`config.mk`:
```
export PLATFORM = sky130hd
export DESIGN_NAME = hamming_serial_tx_flat
export DESIGN_NICKNAME = d
export VERILOG_FILES = /design/src/rtl/hamming_serial_tx_if.sv /design/src/rtl/hamming_serial_tx.sv /design/src/flat_wrapper.sv
export SDC_FILE = /design/constraint.sdc
export NUM_CORES = 1
export LEC_CHECK = 0
export CAP_MARGIN = 0
export CORE_MARGIN = 2
export CORE_UTILIZATION = 35
export CTS_BUF_LIST = sky130_fd_sc_hd__clkbuf_2
export DETAILED_ROUTE_END_ITERATION = 16
export PLACE_DENSITY = 0.61
export SYNTH_ARGS = -nofsm -noshare
export SYNTH_HDL_FRONTEND = slang
export SYNTH_SLANG_ARGS = --single-unit
export TNS_END_PERCENT = 1
```
`constraint.sdc`:
```
create_clock -name clk -period 1.95 [get_ports clk]
set_input_delay 0.39 -clock clk [delete_from_list [all_inputs] [get_ports clk]]
set_output_delay 0.39 -clock clk [all_outputs]
set_load 0.01 [all_outputs]
```
`src/rtl/hamming_serial_tx_if.sv`:
```
// rtl/hamming_serial_tx_if.sv - host/line signal bundle for the Hamming(8,4) serial transmitter
// Optional inject field is present only when ERR_INJECT_EN is defined.
interface hamming_serial_tx_if;
  logic [3:0] data_in;
  logic       load;
  logic       rx_not_ready;
`ifdef ERR_INJECT_EN
  logic [1:0] inject;
`endif
  logic       busy;
  logic       frame_done;
  logic       tx_serial_out;
  logic       tx_clk;

  modport master (
`ifdef ERR_INJECT_EN
    output inject,
`endif
    output data_in, load, rx_not_ready,
    input  busy, frame_done, tx_serial_out, tx_clk
  );

  modport slave (
`ifdef ERR_INJECT_EN
    input  inject,
`endif
    input  data_in, load, rx_not_ready,
    output busy, frame_done, tx_serial_out, tx_clk
  );
endinterface

```
`src/rtl/hamming_serial_tx.sv`:
```
// rtl/hamming_serial_tx.sv - Hamming(8,4) SECDED encoder with framed serial output and forwarded bit clock
// ERR_INJECT_EN adds a latched inject[1:0] that corrupts c2 (01) or c2+c4 (10) on the line.
module hamming_serial_tx #(
  parameter int CLK_DIV = 8
) (
  input  logic                 clk,
  input  logic                 rst,
  hamming_serial_tx_if.slave   bus
);

  localparam int DIV_W = (CLK_DIV > 2) ? $clog2(CLK_DIV) : 1;
  localparam logic [DIV_W-1:0] DIV_LAST = DIV_W'(CLK_DIV - 1);
  localparam logic [DIV_W-1:0] DIV_HALF = DIV_W'(CLK_DIV / 2);

  typedef enum logic [2:0] {
    IDLE,
    WAIT_RDY,
    START,
    DATA,
    STOP
  } state_t;

  state_t           state, state_nxt;
  logic [DIV_W-1:0] div_cnt, div_nxt;
  logic [3:0]       bit_cnt, bit_nxt;
  logic [7:0]       code_q, code_nxt;
  logic             done_q, done_nxt;
  logic [7:0]       code_enc;
  logic [7:0]       err_mask;
  logic             line;
  logic             bit_clk;
  logic             div_last;

  function automatic logic [7:0] encode(input logic [3:0] d);
    logic [7:0] c;
    c[0] = d[0] ^ d[1] ^ d[3];
    c[1] = d[0] ^ d[2] ^ d[3];
    c[2] = d[0];
    c[3] = d[1] ^ d[2] ^ d[3];
    c[4] = d[1];
    c[5] = d[2];
    c[6] = d[3];
    c[7] = ^c[6:0];
    return c;
  endfunction

  assign code_enc = encode(bus.data_in);

`ifdef ERR_INJECT_EN
  always_comb begin
    err_mask = 8'h00;
    case (bus.inject)
      2'b01:   err_mask = 8'h04;
      2'b10:   err_mask = 8'h14;
      default: err_mask = 8'h00;
    endcase
  end
`else
  assign err_mask = 8'h00;
`endif

  assign div_last = (div_cnt == DIV_LAST);

  always_ff @(posedge clk) begin
    if (rst) begin
      state   <= IDLE;
      div_cnt <= '0;
      bit_cnt <= '0;
      code_q  <= '0;
      done_q  <= 1'b0;
    end else begin
      state   <= state_nxt;
      div_cnt <= div_nxt;
      bit_cnt <= bit_nxt;
      code_q  <= code_nxt;
      done_q  <= done_nxt;
    end
  end

  always_comb begin
    state_nxt = state;
    div_nxt   = div_cnt;
    bit_nxt   = bit_cnt;
    code_nxt  = code_q;
    done_nxt  = 1'b0;
    line      = 1'b1;
    bit_clk   = 1'b0;
    case (state)
      IDLE: begin
        if (bus.load) begin
          code_nxt  = code_enc ^ err_mask;
          div_nxt   = '0;
          bit_nxt   = '0;
          state_nxt = WAIT_RDY;
        end
      end
      WAIT_RDY: begin
        // The release cycle is already the first clock of the start bit.
        if (!bus.rx_not_ready) begin
          line      = 1'b0;
          div_nxt   = DIV_W'(1);
          state_nxt = START;
        end
      end
      START: begin
        line    = 1'b0;
        bit_clk = (div_cnt >= DIV_HALF);
        if (div_last) begin
          div_nxt   = '0;
          state_nxt = DATA;
        end else begin
          div_nxt = div_cnt + DIV_W'(1);
        end
      end
      DATA: begin
        line    = code_q[bit_cnt[2:0]];
        bit_clk = (div_cnt >= DIV_HALF);
        if (div_last) begin
          div_nxt = '0;
          if (bit_cnt == 4'd7) begin
            bit_nxt   = '0;
            state_nxt = STOP;
          end else begin
            bit_nxt = bit_cnt + 4'd1;
          end
        end else begin
          div_nxt = div_cnt + DIV_W'(1);
        end
      end
      STOP: begin
        bit_clk = (div_cnt >= DIV_HALF);
        if (div_last) begin
          div_nxt   = '0;
          done_nxt  = 1'b1;
          state_nxt = IDLE;
        end else begin
          div_nxt = div_cnt + DIV_W'(1);
        end
      end
      default: state_nxt = IDLE;
    endcase
  end

  assign bus.tx_serial_out = line;
  assign bus.tx_clk        = bit_clk;
  assign bus.busy          = (state != IDLE);
  assign bus.frame_done    = done_q;

endmodule

```
`src/flat_wrapper.sv`:
```
// flat-port wrapper written by rule: the top's interface ports become plain ports
module hamming_serial_tx_flat 
#(
  parameter int CLK_DIV = 8
)
  (clk, rst, bus_data_in, bus_load, bus_rx_not_ready, bus_busy, bus_frame_done, bus_tx_serial_out, bus_tx_clk);
  hamming_serial_tx_if bus_i ();
  input  logic clk;
  input  logic rst;
  input wire logic [$bits(bus_i.data_in)-1:0] bus_data_in;
  input wire logic [$bits(bus_i.load)-1:0] bus_load;
  input wire logic [$bits(bus_i.rx_not_ready)-1:0] bus_rx_not_ready;
  output wire logic [$bits(bus_i.busy)-1:0] bus_busy;
  output wire logic [$bits(bus_i.frame_done)-1:0] bus_frame_done;
  output wire logic [$bits(bus_i.tx_serial_out)-1:0] bus_tx_serial_out;
  output wire logic [$bits(bus_i.tx_clk)-1:0] bus_tx_clk;
  assign bus_i.data_in = bus_data_in;
  assign bus_i.load = bus_load;
  assign bus_i.rx_not_ready = bus_rx_not_ready;
  assign bus_busy = bus_i.busy;
  assign bus_frame_done = bus_i.frame_done;
  assign bus_tx_serial_out = bus_i.tx_serial_out;
  assign bus_tx_clk = bus_i.tx_clk;
  hamming_serial_tx #(.CLK_DIV(CLK_DIV)) u_core (.clk(clk), .rst(rst), .bus(bus_i));
endmodule
```
; ---- Word-level counts from Yosys, hierarchy flattened
; Index checks and enable logic that the tools add are counted.
[word_totals]
in_bits = 8
out_inout_bits = 4
elab_cells = 60
ff_bits = 19
[op_classes]
n_mux = 21
addsub = 2
n_eq_ne = 12
n_lt_le_gt_ge = 2
bitwise = 7
n_reduce_logical = 11
[op_table]
columns = cell, n
row1 = two-way mux 3 bit, 9
row2 = case mux 3 bit (5 select lines), 1
row3 = two-way mux 4 bit, 3
row4 = case mux 3 bit (3 select lines), 1
row5 = "inequality test 2 x 1 -> 1 bit, second input constant", 4
row6 = case mux 4 bit (2 select lines), 1
row7 = parity 7 bit, 1
row8 = "equality test 3 x 2 -> 1 bit, second input constant", 2
row9 = "equality test 3 bit, second input constant", 2
row10 = AND reduction 3 bit, 2
row11 = AND reduction 6 bit, 1
row12 = nonzero test 3 bit, 2
row13 = bitwise XOR 1 bit, 6
row14 = "adder 4 x 1 -> 4 bit, second input constant", 1
row15 = "equality test 4 x 3 -> 1 bit, second input constant", 1
row16 = "< comparator 3 x 4 -> 1 bit, second input constant", 1
row17 = two-way mux 1 bit, 4
row18 = "inequality test 2 bit, second input constant", 2
row19 = "adder 3 x 1 -> 3 bit, second input constant", 1
row20 = binary-select mux 1 bit (select 3 bit), 1
row21 = "equality test 3 x 1 -> 1 bit, second input constant", 1
row22 = "greater-or-equal comparator 3 bit, second input constant", 1
row23 = zero test 3 bit, 1
row24 = case mux 1 bit (3 select lines), 1
row25 = 5 further kinds, 5

; ---- Logic depth before layout (Yosys ltp)
[depth]
word_depth = 4
depth_mapped = 6
mapped_depth_nobuf = 6

; ---- Least setup slack after synthesis
; OpenSTA, ideal clock, no wires.
[synth_path]
path_type = flip-flop to output port
start = register u_core.bit_cnt[2]
end = output bus_tx_serial_out
required_time_ns = 1.560
path_slack_ns = 0.269
path_stages_with_launch = 5
path_buffers = 1
arrival_time_ns = 1.291
cell_sequence = dfxtp_1 > clkbuf_1 > mux2_2 > o311ai_0 > o21ai_0
[synth_between]
elab_chain_cells = 3
[synth_rtl]
columns = element, line
row1 = start: declaration, hamming_serial_tx.sv:25  ; logic [3:0] bit_cnt, bit_nxt;
row2 = start signal: assignment, hamming_serial_tx.sv:74  ; bit_cnt <= bit_nxt;
row3 = binary-select mux 1 bit (select 3 bit), hamming_serial_tx.sv:116  ; line = code_q[bit_cnt[2:0]];
row4 = two-way mux 1 bit (not written as such), hamming_serial_tx.sv:116
row5 = case mux 1 bit (3 select lines), hamming_serial_tx.sv:88  ; case (state)
row6 = end: declaration, flat_wrapper.sv:15  ; output wire logic [$bits(bus_i.tx_serial_out)-1:0] bus_tx_serial_out;
; Every way passes these cells. The select of a mux whose other input is x is not followed.

; ---- Worst setup path in the final report
[layout_path]
start = register u_core.bit_cnt[1]
end = output bus_tx_serial_out
; The elaborated chain is that of the path after synthesis.

==> metrics.yaml <==
drt:
  num_vias: 1009
  ant_nets: 0
  firstDrtPassIters: 5
  drt-initial-drc-count: 49
  wl_per_cell_microns: 12.7
  wirelength_mm: 2.39
  drc: 0
  viasPerCell: 5.34
power:
  irDropWorstVdd_uv: 298
  power.density_nw_per_um2: 576
  leakagePower_nw: 0.544
sta:
  clock.fmax_mhz: 513
  timing.final.crit_share_pct: 99.9
  setup-tns-final_ns: 0
  setup_ws_ns: 0.00146
  skew_ns: 0.0197
  min_period_ns: 1.95
  tightest_slew_ns: 0.443
  hold_violations: 0
  rsz0062_at_grt: "true"
  setup_viol_count_final: 0
  timing.slew.headroom_pct: 70.2
  slew_violations: 0
setup_path:
  r2r-end: "u_core.bit_cnt[2]$_SDFFE_PP0P_"
  cp.required_ns: 1.56
  worst-setup-path-type: "flip-flop to output pin"
  startpoint: "u_core.bit_cnt[1]$_SDFFE_PP0P_"
  arrival_ns: 1.56
  endpoint_kind: "output pin"
  crit_fanout: 2
  crit_path_end: "bus_tx_serial_out"
  worstReg2RegStart: "u_core.div_cnt[0]$_SDFFE_PP0P_"
  rrSetupSlack_ns: 0.32
  startpoint_type: "flip-flop"
  reg2regPathDepth: 6
yosys:
  seq_area_frac_synth_pct: 34.7
  async_reset_ff_share_pct: 0
  postSynthAreaPerCell_sq_um: 8.29
  postSynthCellCount: 132
  yosysTopAreaCell: "dfxtp_1"
  yosys_warnings: 0
  synth_area_leaders: "dfxtp_1 (35%), nand2_1 (7.5%), a21oi_1 (6.9%), xnor2_1 (4.8%), ha_1 (4.6%)"
  synth_nets: 144
  ys_seq_elements: 19
  netlist.area_leader.share_pct: 34.7
  synth-main-ff-cell: "dfxtp_1"
  synth_cell_types: 40
  yosys.cell_count.top_type: "nand2_1"
  synth_edf_count: 0
  synthTopCellsByCount: "nand2_1 (22), dfxtp_1 (19), a21oi_1 (15)"
  syn_area_sq_um: 1090
cts:
  postCtsHoldBufs: 0
  root_buffer: "clkbuf_2"
  path_clk_slew_ns: 0.21
  clock-sinks: 19
  cts-htree-levels: 1
  clkLatencyLatePin_ns: 0.33
  cts_made_buffers: 3
  clock_path_buffers: 2
  cts_tree: "built"
placed_design:
  gp_congestion: 0.769
  dp_cells: 183
  postPlaceCellArea_sq_um: 1310
  port_buffers: 11
  dp_slack_ns: -0.209
  dp.final_hpwl_mm: 1.80
flow_run:
  cap_violations: 0
die:
  row_count: 20
  core_sq_um: 3000
  dieWidth_microns: 59.9
  start_util_pct: 36.5
  die-height_microns: 59.9
  boundaryPins: 12
  dieArea_sq_um: 3590
final_layout:
  final_area_sq_um: 1350
  fillerInstances: 319
  drive_above_1_share_pct: 23.7
  post_layout_nonfiller_instances: 189
  antenna_cells: 0
  area_growth_syn_to_layout_pct: 23.0
  finalNetCount: 169
grt:
  antenna_found_initial: 0
  grt_usage_pct: 15.1
  grt_remaining_overflow: 0
  grt_max_degree: 17
  grt_pass1_vias: 967
  grt_pass1_wl_mm: 4.14
status:
  outcome: "completed"
min_path:
  min_path_type: "flip-flop to flip-flop"
  holdCritStartpoint: "u_core.code_q[3]$_SDFFE_PP0P_"
  hold_depth: 2
## area by class of cell
class / count / area (sq um) / area share, %
Clock buffer: 3 / 15.0 / 1.12
Clock inverter: 1 / 7.51 / 0.558
Inverter: 3 / 11.3 / 0.836
Multi-Input combinational cell: 101 / 651 / 48.3
Sequential cell: 19 / 387 / 28.7
Tap cell: 33 / 41.3 / 3.07
Timing Repair Buffer: 29 / 234 / 17.4
## power breakdown
part	total [mW]	leakage [nW]	switching [mW]	internal [mW]
Sequential	0.421	0.157	0.0116	0.410
Clock	0.183	0.0126	0.136	0.0477
Combinational	0.170	0.374	0.0872	0.0831
## registers in the layout (all words and copies together) (netlist names)
| name | flops |
|---|---|
| u_core.bit_cnt | 4 |
| u_core.bus.frame_done | 1 |
| u_core.code_q | 8 |
| u_core.div_cnt | 3 |
| u_core.state | 3 |
## repair_timing
item	CTS	global route
endpoints found under the setup margin	3	3
gates resized for setup	17	3
pin swaps	1	0
setup buffers	2	0
## placed cells by master, fill, tap and decap left out, types with 3 or more instances in the layout
cell	count
nor3_1	4
dfxtp_1	14
inv_1	3
nand3_1	4
xnor2_1	6
clkdlybuf4s50_1	8
buf_4	17
nor2_1	10
clkbuf_2	4
a21oi_1	15
ha_1	4
dfxtp_2	5
nand2_1	22
## routing by layer
layer,GRT usage (%),wire (microns)
met2,25.5,1150
met3,4.55,106
met4,5.08,17
met5,0,0
met1,18.1,1120
## how the worst min path moves through the flow
stage                               endpoint  slack (ns)
4_1_cts        u_core.code_q[3]$_SDFFE_PP0P_        0.47
5_1_grt        u_core.code_q[2]$_SDFFE_PP0P_        0.50
6_report       u_core.code_q[3]$_SDFFE_PP0P_        0.47
3_5_place_dp   u_core.code_q[3]$_SDFFE_PP0P_        0.45
2_1_floorplan  u_core.code_q[7]$_SDFFE_PP0P_        0.43
3_3_place_gp   u_core.code_q[1]$_SDFFE_PP0P_        0.44
## cell families (layout without fill, tap and decap cells)
logic type | after synthesis | in the layout | synth area share, %
compound gates | 31 | 31 | 19.2
xor+xnor | 6 | 6 | 4.80
fa+ha+maj | 4 | 4 | 4.57
buf+inv | 12 | 36 | 6.06
flops | 19 | 19 | 34.7
mux | 4 | 4 | 5.03
simple gates | 56 | 56 | 25.6
## critical path, cell delays in order (launching register included)
cell	delay, ns
dfxtp_2	0.39
mux4_2	0.49
nor2b_1	0.12
o21ai_1	0.08
buf_2	0.15
## per-stage QoR
step | utilization, % | power, mW | hold WS [ns]
finish | 44.8 | 0.775 | 0.467
global route | 44.8 | 0.826 | 0.502
CTS | 44.8 | 0.784 | 0.470
detailed placement | 43.7 | 0.599 | 0.447
global placement | 43.7 | 0.595 | 0.437
floorplan | - | 0.535 | 0.429
(Power assumes the default switching activity.)
